`config.mk`:
```
export PLATFORM = sky130hd
export DESIGN_NAME = plab3_mem_secure_mem_filter
export DESIGN_NICKNAME = d
export VERILOG_FILES = /design/src/rtl/plab3_mem_secure_mem_filter.sv
export SDC_FILE = /design/constraint.sdc
export NUM_CORES = 1
export LEC_CHECK = 0
export CAP_MARGIN = 0
export CORE_AREA = 2 2 261 263
export DETAILED_ROUTE_END_ITERATION = 7
export DIE_AREA = 0 0 263 265
export GPL_TIMING_DRIVEN = 0
export PLACE_DENSITY_LB_ADDON = 0.12
export SYNTH_ARGS = -nofsm -noshare
export SYNTH_HDL_FRONTEND = slang
export SYNTH_SLANG_ARGS = --single-unit
```
`constraint.sdc`:
```
create_clock -name clk -period 2.6 [get_ports clk]
set_clock_uncertainty 0.1 [all_clocks]
set_input_delay 0.65 -clock clk [delete_from_list [all_inputs] [get_ports clk]]
set_output_delay 0.65 -clock clk [all_outputs]
set_load 0.02 [all_outputs]
```
`src/rtl/plab3_mem_secure_mem_filter.sv`:
```
// Memory-side security filter between a blocking L1 cache and memory.
// It denies non-secure accesses to a protected window and checks the domain tag on each response.
module plab3_mem_secure_mem_filter #(
    parameter int unsigned    p_opaque_nbits = 8,
    parameter int unsigned    abw            = 32,
    parameter int unsigned    clw            = 128,
    parameter logic [abw-1:0] p_sec_base     = 32'h0000_8000,
    parameter logic [abw-1:0] p_sec_bound    = 32'h0000_FFFF,
    localparam int unsigned   LenNbits       = $clog2(clw / 8),
    localparam int unsigned   RqNbits        = 3 + p_opaque_nbits + abw + LenNbits + clw,
    localparam int unsigned   RsNbits        = 3 + p_opaque_nbits + 2 + LenNbits + clw
) (
    input  logic               clk,
    input  logic               reset,

    input  logic [RqNbits-1:0] memreq_msg,
    input  logic               memreq_val,
    output logic               memreq_rdy,
    input  logic               memreq_domain,

    output logic [RsNbits-1:0] memresp_msg,
    output logic               memresp_val,
    input  logic               memresp_rdy,
    output logic               memresp_domain,
    output logic               fail,

    output logic [RqNbits-1:0] mem_req_msg,
    output logic               mem_req_val,
    input  logic               mem_req_rdy,
    output logic               mem_req_domain,

    input  logic [RsNbits-1:0] mem_resp_msg,
    input  logic               mem_resp_val,
    output logic               mem_resp_rdy,
    input  logic               mem_resp_domain,

    output logic [7:0]         viol_count
);

    typedef enum logic [1:0] {
        StIdle,
        StFwd,
        StWait,
        StResp
    } state_e;

    // Request field positions (MSB first: type, opaque, addr, len, data)
    localparam int unsigned ReqAddrLsb = clw + LenNbits;
    localparam int unsigned ReqOpqLsb  = ReqAddrLsb + abw;

    state_e               r_state;
    state_e               w_state_next;
    logic                 r_out_of_reset;

    logic [RqNbits-1:0]   r_req_msg;
    logic [RqNbits-1:0]   w_req_msg_next;
    logic                 r_req_domain;
    logic                 w_req_domain_next;

    logic [RsNbits-1:0]   r_resp_msg;
    logic [RsNbits-1:0]   w_resp_msg_next;
    logic                 r_resp_domain;
    logic                 w_resp_domain_next;
    logic                 r_fail;
    logic                 w_fail_next;

    logic [7:0]           r_viol_count;
    logic [7:0]           w_viol_count_next;

    logic [2:0]                w_req_type;
    logic [p_opaque_nbits-1:0] w_req_opaque;
    logic [abw-1:0]            w_req_addr;
    logic                      w_in_window;
    logic                      w_deny;
    logic                      w_req_fire;
    logic                      w_fwd_fire;
    logic                      w_mem_resp_fire;
    logic                      w_resp_fire;
    logic                      w_domain_mismatch;
    logic [RsNbits-1:0]        w_deny_resp;
    logic [RsNbits-1:0]        w_mem_resp_filt;

    assign w_req_type   = memreq_msg[RqNbits-1 -: 3];
    assign w_req_opaque = memreq_msg[ReqOpqLsb +: p_opaque_nbits];
    assign w_req_addr   = memreq_msg[ReqAddrLsb +: abw];

    assign w_in_window = (w_req_addr >= p_sec_base) && (w_req_addr <= p_sec_bound);
    assign w_deny      = !memreq_domain && w_in_window;

    assign w_req_fire      = memreq_rdy && memreq_val;
    assign w_fwd_fire      = mem_req_val && mem_req_rdy;
    assign w_mem_resp_fire = mem_resp_rdy && mem_resp_val;
    assign w_resp_fire     = memresp_val && memresp_rdy;

    // Denial response: request type and opaque kept, test/len/data all zero
    assign w_deny_resp = {w_req_type, w_req_opaque, 2'b00, {LenNbits{1'b0}}, {clw{1'b0}}};

    // A response tagged with the wrong domain keeps its header but loses its data
    assign w_domain_mismatch = (mem_resp_domain != r_req_domain);
    assign w_mem_resp_filt   = w_domain_mismatch ? {mem_resp_msg[RsNbits-1:clw], {clw{1'b0}}}
                                                 : mem_resp_msg;

    always_comb begin
        w_state_next       = r_state;
        w_req_msg_next     = r_req_msg;
        w_req_domain_next  = r_req_domain;
        w_resp_msg_next    = r_resp_msg;
        w_resp_domain_next = r_resp_domain;
        w_fail_next        = r_fail;
        w_viol_count_next  = r_viol_count;

        case (r_state)
            StIdle: begin
                if (w_req_fire) begin
                    w_req_msg_next    = memreq_msg;
                    w_req_domain_next = memreq_domain;
                    if (w_deny) begin
                        w_resp_msg_next    = w_deny_resp;
                        w_resp_domain_next = memreq_domain;
                        w_fail_next        = 1'b1;
                        if (r_viol_count != 8'hFF) begin
                            w_viol_count_next = r_viol_count + 8'd1;
                        end
                        w_state_next = StResp;
                    end else begin
                        w_state_next = StFwd;
                    end
                end
            end
            StFwd: begin
                if (w_fwd_fire) begin
                    w_state_next = StWait;
                end
            end
            StWait: begin
                if (w_mem_resp_fire) begin
                    w_resp_msg_next    = w_mem_resp_filt;
                    w_resp_domain_next = r_req_domain;
                    w_fail_next        = w_domain_mismatch;
                    w_state_next       = StResp;
                end
            end
            StResp: begin
                if (w_resp_fire) begin
                    w_state_next = StIdle;
                end
            end
            default: w_state_next = StIdle;
        endcase
    end

    always_ff @(posedge clk or negedge reset) begin
        if (!reset) begin
            r_state        <= StIdle;
            r_out_of_reset <= 1'b0;
            r_req_msg      <= '0;
            r_req_domain   <= 1'b0;
            r_resp_msg     <= '0;
            r_resp_domain  <= 1'b0;
            r_fail         <= 1'b0;
            r_viol_count   <= 8'd0;
        end else begin
            r_state        <= w_state_next;
            r_out_of_reset <= 1'b1;
            r_req_msg      <= w_req_msg_next;
            r_req_domain   <= w_req_domain_next;
            r_resp_msg     <= w_resp_msg_next;
            r_resp_domain  <= w_resp_domain_next;
            r_fail         <= w_fail_next;
            r_viol_count   <= w_viol_count_next;
        end
    end

    // Handshake outputs decode registered state only; memreq_rdy also waits one edge past reset
    assign memreq_rdy   = (r_state == StIdle) && r_out_of_reset;
    assign mem_req_val  = (r_state == StFwd);
    assign mem_resp_rdy = (r_state == StWait);
    assign memresp_val  = (r_state == StResp);

    assign mem_req_msg    = r_req_msg;
    assign mem_req_domain = r_req_domain;
    assign memresp_msg    = r_resp_msg;
    assign memresp_domain = r_resp_domain;
    assign fail           = r_fail;
    assign viol_count     = r_viol_count;

endmodule
```
==> key figures <==
Status
  • Run status: completed

Power
  • Pwr Density: 1250 mW/mm2
  • Leakage: 10.7 nW
  • Maximum vdd drop: 596 uV

Placement
  • DPL Wire Length: 46000 um
  • Placed Instances: 2984
  • GP Congestion: 0.844
  • PortBufs: 662

Timing
  • Highest clock rate: 0.399 GHz
  • Final setup viols: 0
  • Tmin final: 2.50 ns
  • RSZ-0062 raised after global routing: yes
  • Max-Slew Margin vs Limit: 55.3%
  • Final Hold Vio Count: 0
  • Max-slew violations: 0
  • TNS Setup: 0 ns
  • Worst-margin pin slew: 0.671 ns
  • Fin crit share: 96.3%

Detailed routing
  • Vias/cell: 4.02
  • Initial DRC Count: 592
  • DR pass1 iterations: 4
  • DR vias: 12300
  • DRT Wirelength: 58900 um
  • Number of remaining DRC errors: 0
  • DR WL/cell: 19.2 um
  • Post-route ant nets: 0

Critical path
  • Cell mode on critical path: buf_4
  • Critical Path AT: 2.89 ns
  • CP Class: reg -> reg
  • CP Data Required Time: 2.99 ns
  • CP max FO: 10
  • Slowest stage cell, crit path: dfrtp_1
  • CP bufs+invs: 5
  • Crit path launch type: flop
  • Worst setup EP type: flop
  • Max incr delay on CP: 0.41 ns
  • CP delay by family, top: buffers and inverters
  • Crit path cell chain: inv_1, ha_2, and3_1, buf_4, nand4_1, buf_4, o21ai_4, buf_12, buf_2, nand3_1, nand2_1

Global routing
  • GRT Total Usage: 16.7%
  • Largest net degree at the start of global routing: 105
  • Vias in the first global route: 13100
  • Initial antenna violation count: 18
  • First-pass GRT wire length: 87100 um
  • Grt ovf: 0

Flow run
  • Max cap viols: 0

Synthesis
  • Yosys Warn Count: 0
  • Distinct cells, synth: 30
  • Post-synth top area cell: dfrtp_1
  • Top cell type's share of synthesized area: 64.0%
  • Mapped Area: 0.0131 mm2
  • Post-Synthesis Cells: 1446
  • Async SR Flop Fraction: 100%
  • Syn Area/Cell: 9.03 um2
  • Synthesized Nets: 1780
  • EDFF count, synth: 0
  • Yosys reg bits: 334
  • Post-synthesis sequential area ratio: 64.0%
  • Main synth FF type: dfrtp_1
  • Synth area leaders: dfrtp_1 (64%), nand2_1 (23%), nand3_1 (5.2%)

Floorplanning
  • Row count: 95
  • # IOs: 663
  • Die area: 0.0697 mm2
  • Die span in x: 263 um
  • Starting Density: 19.6%
  • Die height: 265 um
  • Core Region: 0.0668 mm2

Clocking
  • CTS Buffer Depth: 3
  • CTS tree: yes
  • Clock sinks: 334
  • Clock Latency Late Sink: 0.56 ns
  • Clk slew on worst S/H paths: 0.06 ns
  • H-tree depth: 2
  • CTS Buf Count: 44
  • Root Driver: clkbuf_16

Finish
  • Fraction of layout cells with a size suffix above 1: 5.58%
  • Final core occ: 33.4%
  • Post-Layout Cell Count: 3067
  • Area delta synth->final: 70.9%
  • Nets: 2494

Min path
  • HP Class: reg -> reg
==> registers in the layout, indices dropped and copies added, names as in the netlist <==
register        cells
mem_req_msg       175
memresp_msg       145
viol_count          8
r_state             2
fail                1
mem_req_domain      1
memresp_domain      1
r_out_of_reset      1
==> power breakdown <==
group          switching, W  leakage [nW]  total, W  internal (W)
combinational       0.00748          5.67    0.0132       0.00569
sequential          0.00134          4.34   0.00896       0.00762
clock               0.00237         0.653   0.00580       0.00343
total                0.0112          10.7    0.0279        0.0167
==> worst paths after layout <==
| check | start | end | slack (ns) | cells past startpoint |
|---|---|---|---|---|
| max | r_state[1]$_DFFE_PN0P_ | memresp_msg[84]$_DFFE_PN0P_ | 0.1 | 11 |
| min | memresp_msg[24]$_DFFE_PN0P_ | memresp_msg[24]$_DFFE_PN0P_ | 0.36 | 2 |
| max reg2reg | r_state[1]$_DFFE_PN0P_ | memresp_msg[84]$_DFFE_PN0P_ | 0.1 | 11 |
| min reg2reg | memresp_msg[24]$_DFFE_PN0P_ | memresp_msg[24]$_DFFE_PN0P_ | 0.36 | 2 |
| max in group asynchronous | reset | mem_req_msg[107]$_DFFE_PN0P_ | 0.53 | 4 |
| min in group asynchronous | reset | memresp_msg[91]$_DFFE_PN0P_ | 0.54 | 2 |
==> cells by family after synthesis <==
| group | Yosys count | share of synthesized area (%) |
|---|---|---|
| flip-flops | 334 | 64.0 |
| adder cells (fa/ha/maj) | 6 | 0.575 |
| AND/OR/NAND/NOR | 971 | 29.8 |
| buffers and inverters | 92 | 3.17 |
| multiplexers | 13 | 1.01 |
| AO/OA/AOI/OAI | 21 | 0.881 |
| XOR/XNOR | 8 | 0.537 |
| other | 1 | 0.0287 |
==> final cells by class <==
class	count	area, um2
tap	873	1090
multi-input combinational	1020	4310
clock inverter	8	75.1
buffer	85	425
antenna	7	17.5
fill	6898	44500
sequential	334	8360
inverter	5	18.8
timing repair buffer	670	6760
clock buffer	65	1260
==> stage by stage <==
step / setup slack, ns / total power (W) / cell area (um2) / hold slack [ns]
2_1_floorplan: 0.490 / 0.0148 / 13100 / 0.254
3_3_place_gp: -15.56 / 0.0224 / 20800 / 0.350
3_5_place_dp: -1.18 / 0.0224 / 20900 / 0.354
4_1_cts: 0.00322 / 0.0285 / 22300 / 0.367
5_1_grt: -0.00725 / 0.0298 / 22300 / 0.380
6_report: 0.0950 / 0.0279 / 22300 / 0.362
==> worst reg2reg max path: cells and delay by family, from the launching register on <==
family,cells,cell delay [ns]
buffers and inverters,5,0.88
and+or+nand+nor,4,0.67
DFF,1,0.41
adders and majority gates,1,0.24
AOI/OAI and AO/OA,1,0.13
==> cells in the final DEF (no fill, tap or decap), types with 2 or more instances in the layout <==
cell type        Yosys  routed
a21oi_1              4       4
and2_1               2       2
and3_1               5       5
buf_1                5       4
buf_16               0       3
buf_2               25      18
buf_4                0       6
buf_6                5       5
clkbuf_1            52      51
clkbuf_16            0      45
clkbuf_2             0      14
clkbuf_4             0       5
clkbuf_8             0       6
clkdlybuf4s50_1      0     654
clkinv_2             0       4
dfrtp_1            334     334
diode_2              0       7
dlygate4sd2_1        0       4
ha_1                 6       5
inv_1                5       5
inv_6                0       2
mux2i_1             12      12
nand2_1            813     813
nand3_1            136     134
nand3_2              0       2
nand4_1              4       4
nor2_1               3       3
nor4_2               1       2
o21ai_0             14      14
xnor2_1              7       7
==> repair_timing <==
action / CTS / global route
gates resized for setup: 22 / 23
setup endpoints to repair: 257 / 228
hold buffers: 1 / 0
pin swaps: 1 / 1
gates cloned: 0 / 0
buffers inserted: 3 / 1
endpoints found under the hold margin: 68 / 0
==> per-layer routing <==
| metal | vias to the layer above | part of all wire [%] | track usage [%] |
|---|---|---|---|
| met3 | 92 | 12 | 8.56 |
| met5 | - | 0.22 | 0 |
| met4 | 20 | 2.6 | 5.19 |
| met2 | 479 | 49 | 29.2 |
| met1 | 5795 | 37 | 17.5 |
| li1 | 5952 | - | - |
==> cells in the mapped netlist, types with 3 or more instances <==
master,n
mux2i_1,12
nor2_1,3
buf_2,25
buf_1,5
and3_1,5
a21oi_1,4
dfrtp_1,334
buf_6,5
nand2_1,813
nand4_1,4
ha_1,6
inv_1,5
xnor2_1,7
o21ai_0,14
clkbuf_1,52
nand3_1,136
Power figures use the tool's default switching activity.
